<file path="config.mk">
export PLATFORM = sky130hd
export DESIGN_NAME = wave_sample_gen
export DESIGN_NICKNAME = d
export VERILOG_FILES = /design/src/rtl/wave_gen_pkg.sv /design/src/rtl/quarter_sine_rom.sv /design/src/rtl/wave_sample_gen.sv
export SDC_FILE = /design/constraint.sdc
export NUM_CORES = 1
export LEC_CHECK = 0
export ABC_AREA = 1
export BUFFER_PORTS_ARGS = -buffer_cell sky130_fd_sc_hd__buf_2
export CORE_UTILIZATION = 45
export DETAILED_ROUTE_END_ITERATION = 7
export PLACE_DENSITY_LB_ADDON = 0.25
export SETUP_SLACK_MARGIN = 0.15
export SLEW_MARGIN = 20
export SYNTH_ARGS = -nofsm -noshare
export SYNTH_HDL_FRONTEND = slang
export SYNTH_SLANG_ARGS = --single-unit
</file>
<file path="constraint.sdc">
create_clock -name Clk -period 2.78 [get_ports Clk]
set_input_delay 0.139 -clock Clk [delete_from_list [all_inputs] [get_ports Clk]]
set_output_delay 0.139 -clock Clk [all_outputs]
set_load 0.03 [all_outputs]
</file>
<file path="src/rtl/wave_gen_pkg.sv">
// Shared definitions for the waveform sample generator: select encoding,
// default widths, and the per-shape sample mapping.
package wave_gen_pkg;

    localparam int DATA_W    = 8;
    localparam int ACC_W     = 16;
    localparam int INC_SHIFT = 6;

    localparam logic [7:0] MIDSCALE = 8'h80;

    typedef enum logic [1:0] {
        WAVE_SQUARE = 2'd0,
        WAVE_SAW    = 2'd1,
        WAVE_TRI    = 2'd2,
        WAVE_SINE   = 2'd3
    } wave_e;

    // Map an 8-bit phase (and the registered quarter-sine magnitude) to an
    // offset-binary sample for the selected shape.
    function automatic logic [DATA_W-1:0] shape_sample(input wave_e      sel,
                                                       input logic [7:0] p,
                                                       input logic [6:0] m);
        logic [7:0] t;
        logic [7:0] r;
        t = {p[6:0], 1'b0};
        case (sel)
            WAVE_SQUARE: r = p[7] ? 8'h00 : 8'hFF;
            WAVE_SAW:    r = p;
            WAVE_TRI:    r = p[7] ? ~t : t;
            WAVE_SINE:   r = p[7] ? (8'd127 - {1'b0, m}) : (8'd128 + {1'b0, m});
            default:     r = MIDSCALE;
        endcase
        return r;
    endfunction

endpackage

</file>
<file path="src/rtl/quarter_sine_rom.sv">
// First-quadrant sine magnitude table: ROM[i] = round(127*sin(pi/2*(i+0.5)/64)).
// The half-sample offset makes the quadrant mirror exactly, so the folded
// address never needs a separate peak entry. Output is registered.
module quarter_sine_rom (
    input  logic       clk,
    input  logic       en,
    input  logic [5:0] addr,
    output logic [6:0] data
);

    // Capture the table entry for the addressed phase when a sample is accepted.
    always_ff @(posedge clk) begin
        if (en) begin
            case (addr)
                6'd0:  data <= 7'd2;    6'd1:  data <= 7'd5;
                6'd2:  data <= 7'd8;    6'd3:  data <= 7'd11;
                6'd4:  data <= 7'd14;   6'd5:  data <= 7'd17;
                6'd6:  data <= 7'd20;   6'd7:  data <= 7'd23;
                6'd8:  data <= 7'd26;   6'd9:  data <= 7'd29;
                6'd10: data <= 7'd32;   6'd11: data <= 7'd35;
                6'd12: data <= 7'd38;   6'd13: data <= 7'd41;
                6'd14: data <= 7'd44;   6'd15: data <= 7'd47;
                6'd16: data <= 7'd50;   6'd17: data <= 7'd53;
                6'd18: data <= 7'd56;   6'd19: data <= 7'd58;
                6'd20: data <= 7'd61;   6'd21: data <= 7'd64;
                6'd22: data <= 7'd67;   6'd23: data <= 7'd69;
                6'd24: data <= 7'd72;   6'd25: data <= 7'd74;
                6'd26: data <= 7'd77;   6'd27: data <= 7'd79;
                6'd28: data <= 7'd82;   6'd29: data <= 7'd84;
                6'd30: data <= 7'd86;   6'd31: data <= 7'd89;
                6'd32: data <= 7'd91;   6'd33: data <= 7'd93;
                6'd34: data <= 7'd95;   6'd35: data <= 7'd97;
                6'd36: data <= 7'd99;   6'd37: data <= 7'd101;
                6'd38: data <= 7'd103;  6'd39: data <= 7'd105;
                6'd40: data <= 7'd106;  6'd41: data <= 7'd108;
                6'd42: data <= 7'd110;  6'd43: data <= 7'd111;
                6'd44: data <= 7'd113;  6'd45: data <= 7'd114;
                6'd46: data <= 7'd115;  6'd47: data <= 7'd117;
                6'd48: data <= 7'd118;  6'd49: data <= 7'd119;
                6'd50: data <= 7'd120;  6'd51: data <= 7'd121;
                6'd52: data <= 7'd122;  6'd53: data <= 7'd123;
                6'd54: data <= 7'd124;  6'd55: data <= 7'd124;
                6'd56: data <= 7'd125;  6'd57: data <= 7'd125;
                6'd58: data <= 7'd126;  6'd59: data <= 7'd126;
                6'd60: data <= 7'd127;  6'd61: data <= 7'd127;
                6'd62: data <= 7'd127;  6'd63: data <= 7'd127;
                default: data <= 7'd0;
            endcase
        end else begin
            data <= data;
        end
    end

endmodule

</file>
<file path="src/rtl/wave_sample_gen.sv">
// Waveform sample source for the parallel-DAC write path. Each accepted
// request steps a phase accumulator and runs a two-stage pipeline:
// stage 1 holds the phase, shape and sine magnitude; stage 2 is DB itself.
// Requests arriving while either stage is occupied are dropped and flagged.
module wave_sample_gen #(
    parameter int DATA_W    = wave_gen_pkg::DATA_W,
    parameter int ACC_W     = wave_gen_pkg::ACC_W,
    parameter int INC_SHIFT = wave_gen_pkg::INC_SHIFT
) (
    input  logic              Clk,
    input  logic              Rst,
    input  logic [1:0]        Fsel,
    input  logic [2:0]        Fr,
    input  logic              sample_req,
    output logic [DATA_W-1:0] DB,
    output logic              sample_valid,
    output logic              overrun
);

    import wave_gen_pkg::*;

    logic [ACC_W-1:0] acc;
    wave_e            cfg_sel;
    logic             s1_valid;
    logic [7:0]       s1_phase;
    wave_e            s1_sel;
    logic [6:0]       rom_data;

    logic             accept;
    logic [ACC_W-1:0] inc;
    logic [ACC_W:0]   acc_sum;
    logic [7:0]       phase_now;
    logic [5:0]       rom_addr;
    logic [DATA_W-1:0] shape_val;

    // Accept decode, phase step and folded sine address for the current phase.
    always_comb begin
        accept    = sample_req & ~s1_valid & ~sample_valid;
        inc       = ACC_W'(1) << (int'(Fr) + INC_SHIFT);
        acc_sum   = {1'b0, acc} + {1'b0, inc};
        phase_now = acc[ACC_W-1 -: 8];
        if (phase_now[6]) begin
            rom_addr = ~phase_now[5:0];
        end else begin
            rom_addr = phase_now[5:0];
        end
        shape_val = shape_sample(s1_sel, s1_phase, rom_data);
    end

    quarter_sine_rom u_rom (
        .clk  (Clk),
        .en   (accept),
        .addr (rom_addr),
        .data (rom_data)
    );

    // Accumulator, shape latch at period boundaries, pipeline and sticky overrun.
    always_ff @(posedge Clk) begin
        if (Rst) begin
            acc          <= '0;
            cfg_sel      <= wave_e'(Fsel);
            s1_valid     <= 1'b0;
            s1_phase     <= 8'h00;
            s1_sel       <= WAVE_SQUARE;
            DB           <= MIDSCALE;
            sample_valid <= 1'b0;
            overrun      <= 1'b0;
        end else begin
            sample_valid <= s1_valid;
            if (s1_valid) begin
                DB <= shape_val;
            end
            s1_valid <= accept;
            if (accept) begin
                // The sample taken on the wrapping step keeps the old shape;
                // the new select only applies from the next accepted sample.
                s1_phase <= phase_now;
                s1_sel   <= cfg_sel;
                acc      <= acc_sum[ACC_W-1:0];
                if (acc_sum[ACC_W]) begin
                    cfg_sel <= wave_e'(Fsel);
                end
            end
            if (sample_req && !accept) begin
                overrun <= 1'b1;
            end
        end
    end

endmodule

</file>
Word level (Yosys, flattened, before mapping)
Memory sizes are Yosys's and may differ from the RTL's. A register that Yosys moved wholly into a read port is not among the register bits.
Cells that the tools add are included.
{"block": "totals", "n_memories": 1, "output_inout_bits": 10, "reg_bits": 39, "mem_bits_ro": 448, "in_bits": 8, "elab_cells": 37}
{"memory": "(no name shown)", "words": 64, "word_bits": 7, "read_ports": 1, "rd_ports_with_merged_regs": 1, "write_ports": 0, "line": "quarter_sine_rom.sv:14", "text": "case (addr)"}
{"block": "op_classes", "muxes": 8, "n_eq_ne": 3, "n_shift": 1, "add_sub_neg": 4, "bitwise_logic": 6, "n_reduce_logical": 6}
{"op": "8-bit one-hot mux with 4 select lines", "count": 1}
{"op": "8-bit two-way mux", "count": 3}
{"op": "16-bit by 16-bit adder with 17-bit output", "count": 1}
{"op": "1-bit by 4-bit << shifter with 16-bit output, first input constant", "count": 1}
{"op": "8-bit by 7-bit adder with 8-bit output, first input constant", "count": 1}
{"op": "8-bit NOT", "count": 1}
{"op": "7-bit by 7-bit subtractor with 8-bit output, first input constant", "count": 1}
{"op": "2-bit two-way mux", "count": 3}
{"op": "6-bit two-way mux", "count": 1}
{"op": "6-bit NOT", "count": 1}
{"op": "3-bit by 3-bit adder with 4-bit output, second input constant", "count": 1}
{"op": "2-bit equality test, second input constant", "count": 2}
{"op": "2-bit nonzero test", "count": 2}
{"op": "1-bit AND", "count": 2}
{"op": "2-bit by 1-bit equality test with 1-bit output, second input constant", "count": 1}
{"op": "2-bit logical NOT", "count": 1}
{"op": "1-bit NOT", "count": 2}
{"op": "2-bit AND reduction", "count": 1}
{"op": "1-bit logical AND", "count": 1}
{"op": "1-bit logical NOT", "count": 1}

Logic depth before layout (Yosys ltp)
{"block": "logic_depth", "word_depth": 6, "ltp_mapped": 17, "mapped_depth_nobuf": 16}

Cells and area by module
From an unflattened synthesis, not the netlist that was laid out.
{"block": "hier_totals", "hier_cells": 564, "hier_area_um2": 3599.7}
{"module": "wave_sample_gen", "n_inst": 1, "seq_area_each_um2": 800.8, "cells_per_inst": 434, "area_each_um2": 2760.1}
{"module": "quarter_sine_rom", "n_inst": 1, "seq_area_each_um2": 210.2, "cells_per_inst": 130, "area_each_um2": 839.6}

Worst setup path before layout
OpenSTA, ideal clock, no wires.
{"block": "synth_path", "path_type": "input -> register", "from": "input Fr[1]", "to": "register cfg_sel[0], enable pin", "setup_slack_ns": 0.539, "setup_time_ns": 0.297, "arrival_ns": 1.944, "t_required_ns": 2.483, "path_stages": 15, "n_path_buf": 1, "cell_sequence": "inv_1 > ha_1 > clkbuf_1 > inv_1 > nor2_1 > ha_1 > fa_1 > nand2_1 > a21oi_1 > nand2_1 > nand2_1 > nand2_1 > o21ai_0 > nand2_1 > nand2_1"}
{"block": "synth_via", "elab_chain_cells": 5}
{"element": "start, declared", "line": "wave_sample_gen.sv:13", "text": "input logic [2:0] Fr,"}
{"element": "3-bit by 3-bit adder with 4-bit output", "line": "wave_sample_gen.sv:39", "text": "inc = ACC_W'(1) << (int'(Fr) + INC_SHIFT);"}
{"element": "1-bit by 4-bit << shifter with 16-bit output", "line": "wave_sample_gen.sv:39"}
{"element": "16-bit by 16-bit adder with 17-bit output", "line": "wave_sample_gen.sv:40", "text": "acc_sum = {1'b0, acc} + {1'b0, inc};"}
{"element": "2-bit nonzero test (no source line)"}
{"element": "2-bit AND reduction (no source line)"}
{"element": "end signal, assigned", "line": "wave_sample_gen.sv:61", "text": "cfg_sel <= wave_e'(Fsel);"}
{"element": "end signal, assigned", "line": "wave_sample_gen.sv:81", "text": "cfg_sel <= wave_e'(Fsel);"}
{"element": "end, declared", "line": "wave_sample_gen.sv:23", "text": "wave_e cfg_sel;"}
Every way passes these cells.
A chain may end at the register's enable or synchronous reset.

Worst setup path in the final report
Ends and elaborated chain as after synthesis.

==> summary.md <==
| Metric | Value |
|---|---|
| Outcome | `finished, final reports clean` |
| Syn_area_per_cell | `6.51 um2` |
| Count of state elements after synthesis | `46` |
| Placed Instances | `656` |
| Global route overflow | `0` |
| Seq/Total Area, Yosys | `28.5%` |
| Pwr/cell area | `498 nW/um2` |
| Detailed placement HPWL | `6260 um` |
| All-Layer GR Usage | `20.9%` |
| Crit Path Max Fanout | `6` |
| Share of cells above drive strength 1 | `9.25%` |
| Largest net degree at the start of global routing | `34` |
| Clk sink count | `46` |
| Worst Slack Setup Final | `507 ps` |
| CTS max path bufs | `2` |
| Rel. slew slack | `38.3%` |
| Port-buffer cells | `17` |
| Pre-CTS setup slack | `207 ps` |
| Number of flops mapped to enable cells by yosys | `9` |
| Max-cap violations | `0` |
| Biggest area consumer among synthesized cells | `dfxtp_1` |
| # DRC | `0` |
| Async SR Flop Fraction | `0%` |
| Hold_buf cts | `0` |
| Initial DRC Count | `241` |
| Die span in y | `90.9 um` |
| Cell Count, Final, Fillers Out | `664` |
| Worst hold path type | `in2reg` |
| Num rows | `32` |
| Reg clk slew, reported paths | `90 ps` |
| Area share of the largest cell type after synthesis | `20.8%` |
| Highest clock rate | `0.440 GHz` |
| Antenna Nets Post-Route | `0` |
| Largest cells by area after synthesis | `dfxtp_1 21%, nand2_1 14%, ha_1 9.2%` |
| Lkg Pwr | `1.97 nW` |
| Top cells by count, synth | `132 x nand2_1, 74 x inv_1, 65 x nor2_1` |
| Post-Route WL | `8040 um` |
| Compound-Gate Fraction of Synth Area | `17.9%` |
| Antenna diodes | `0` |
| DIE AREA | `8260 um2` |
| Final net count | `596` |
| Crit path required time | `2780 ps` |
| Fin crit period | `2270 ps` |
| Setup_tns | `0 ps` |
| Tcrit/Tclk final | `81.8%` |
| Worst Setup End Kind | `register` |
| Final setup fails | `0` |
| Fin. Hold Viols | `0` |
| CTS tree | `yes` |
| Layout area overhead | `7.89%` |
| Worst VDD drop | `0.235 mV` |
| DRT Pass-1 Iters | `5` |
| Initial Util | `46.2%` |
| Antenna violations before repair | `0` |
| Cells after Synth | `546` |
| Syn Nets | `581` |
| GP Congestion | `0.933` |
| Main combinational cell family by area after synthesis | `simple AND/OR/NAND/NOR gates` |
| Pins Over Slew Limit | `0` |
| Signal arrival time at the worst endpoint | `2280 ps` |
| Ys flop type | `dfxtp_1` |
| Yosys cell types | `37` |
| Core area | `7690 um2` |
| XOR/XNOR Fraction of Synth Area | `4.05%` |
| WL per Instance | `12.1 um` |
| Worst-Margin Slew | `924 ps` |
| Setup Skew | `11.1 ps` |
| Clock Latency Late Sink | `300 ps` |
| RSZ-0062 raised after global routing | `false` |
| Clk root buf | `clkbuf_8` |
| Adder-Cell Fraction of Synth Area | `9.72%` |
| Synth Area in Simple Gates | `28.7%` |
| Startpoint types | `primary input` |
| Top Ports | `18` |
| Setup bufs post-CTS | `0` |
| Ys Warns | `0` |
| Mapped Area | `3550 um2` |
| Vias/cell | `5.13` |
| Post-CTS Resized | `0` |
| H-Tree Depth | `2` |
| Most frequent cell after synthesis | `nand2_1` |
| Critical path class | `in2reg` |
| First-pass GRT wire length | `14,200 um` |
| Vias | `3,404` |
| Die width | `90.9 um` |
| Number of global-route vias before repair | `3,164` |
| Mux cell area share after synthesis | `0%` |
| TritonCTS Buffers | `5` |
[state kept, by name, summed over array words and instances, names as in the netlist]
name,flops
s1_phase,8
overrun,1
acc,16
s1_sel,2
s1_valid,1
cfg_sel,2
sample_valid,1
DB,8
u_rom.data,7
[layout by cell type (no fill, tap or decap), types with 7 or more instances in the layout]
cell type / instances
nand2_1: 132
inv_1: 74
nor2_1: 65
dfxtp_1: 37
nand3_1: 37
a21oi_1: 37
o21ai_0: 30
o21ai_1: 28
ha_1: 26
buf_2: 17
edfxtp_1: 9
buf_4: 7
[logic make-up (layout without fill, tap and decap cells)]
kind of cell,count (synthesis),in the layout
and+or+nand+nor,248,248
AOI/OAI and AO/OA,115,115
buffers and inverters,97,113
DFF,46,46
adders and majority gates,27,27
xor gates and xnor gates,13,13
[report_power, final]
group | leakage (nW) | switching (mW) | internal, mW | total [mW]
clock network | 0.0567 | 0.244 | 0.234 | 0.478
registers | 0.393 | 0.0541 | 0.758 | 0.812
logic | 1.52 | 0.399 | 0.219 | 0.618
[through the flow]
stage               util [%]  cell area, um2  hold slack, ps  total power [mW]
floorplan                  -            3550             211              1.30
global placement        48.5            3730             335              1.43
detailed placement      48.5            3730             326              1.44
CTS                     49.9            3830            12.0              1.91
global route            49.9            3830            4.24              2.05
finish                  49.9            3830            19.5              1.91
[path summary, 6_finish.rpt]
path / startpoint / endpoint / slack (ps) / cells past startpoint
setup / recovery: Fr[1] / cfg_sel[0]$_DFFE_PP_ / 510 / 15
setup reg to reg: acc[9]$_SDFFE_PP0P_ / u_rom.data[1]$_DFFE_PP_ / 710 / 9
hold reg to reg: overrun$_SDFFE_PP0P_ / overrun$_SDFFE_PP0P_ / 470 / 1
hold / removal: Fsel[1] / cfg_sel[1]$_DFFE_PP_ / 20 / 1
[area by class of cell]
| type | count | area [um2] |
|---|---|---|
| clock buffers | 6 | 93.8 |
| clock inverters | 2 | 13.8 |
| fillers | 800 | 3850 |
| inverters | 81 | 307 |
| multi-input cells | 403 | 2140 |
| flip-flops and latches | 46 | 1010 |
| well taps | 102 | 128 |
| repair buffers | 24 | 138 |
[worst max-delay path: stages]
cell,delay (ps)
buf_2,120
inv_1,100
ha_1,360
nand3_1,120
nor2_1,110
ha_1,180
fa_1,190
nand2_1,100
a21oi_1,270
nand2_1,90
nand2_1,100
nand2_1,50
o21ai_0,150
nand2_1,70
nand2_1,120
[per-layer routing]
layer	track usage [%]	part of all wire, %
met5	0	0
met4	5.42	1.7
met3	2.53	4.2
met2	34.9	44
met1	28.6	50
Power figures use the tool's default switching activity.
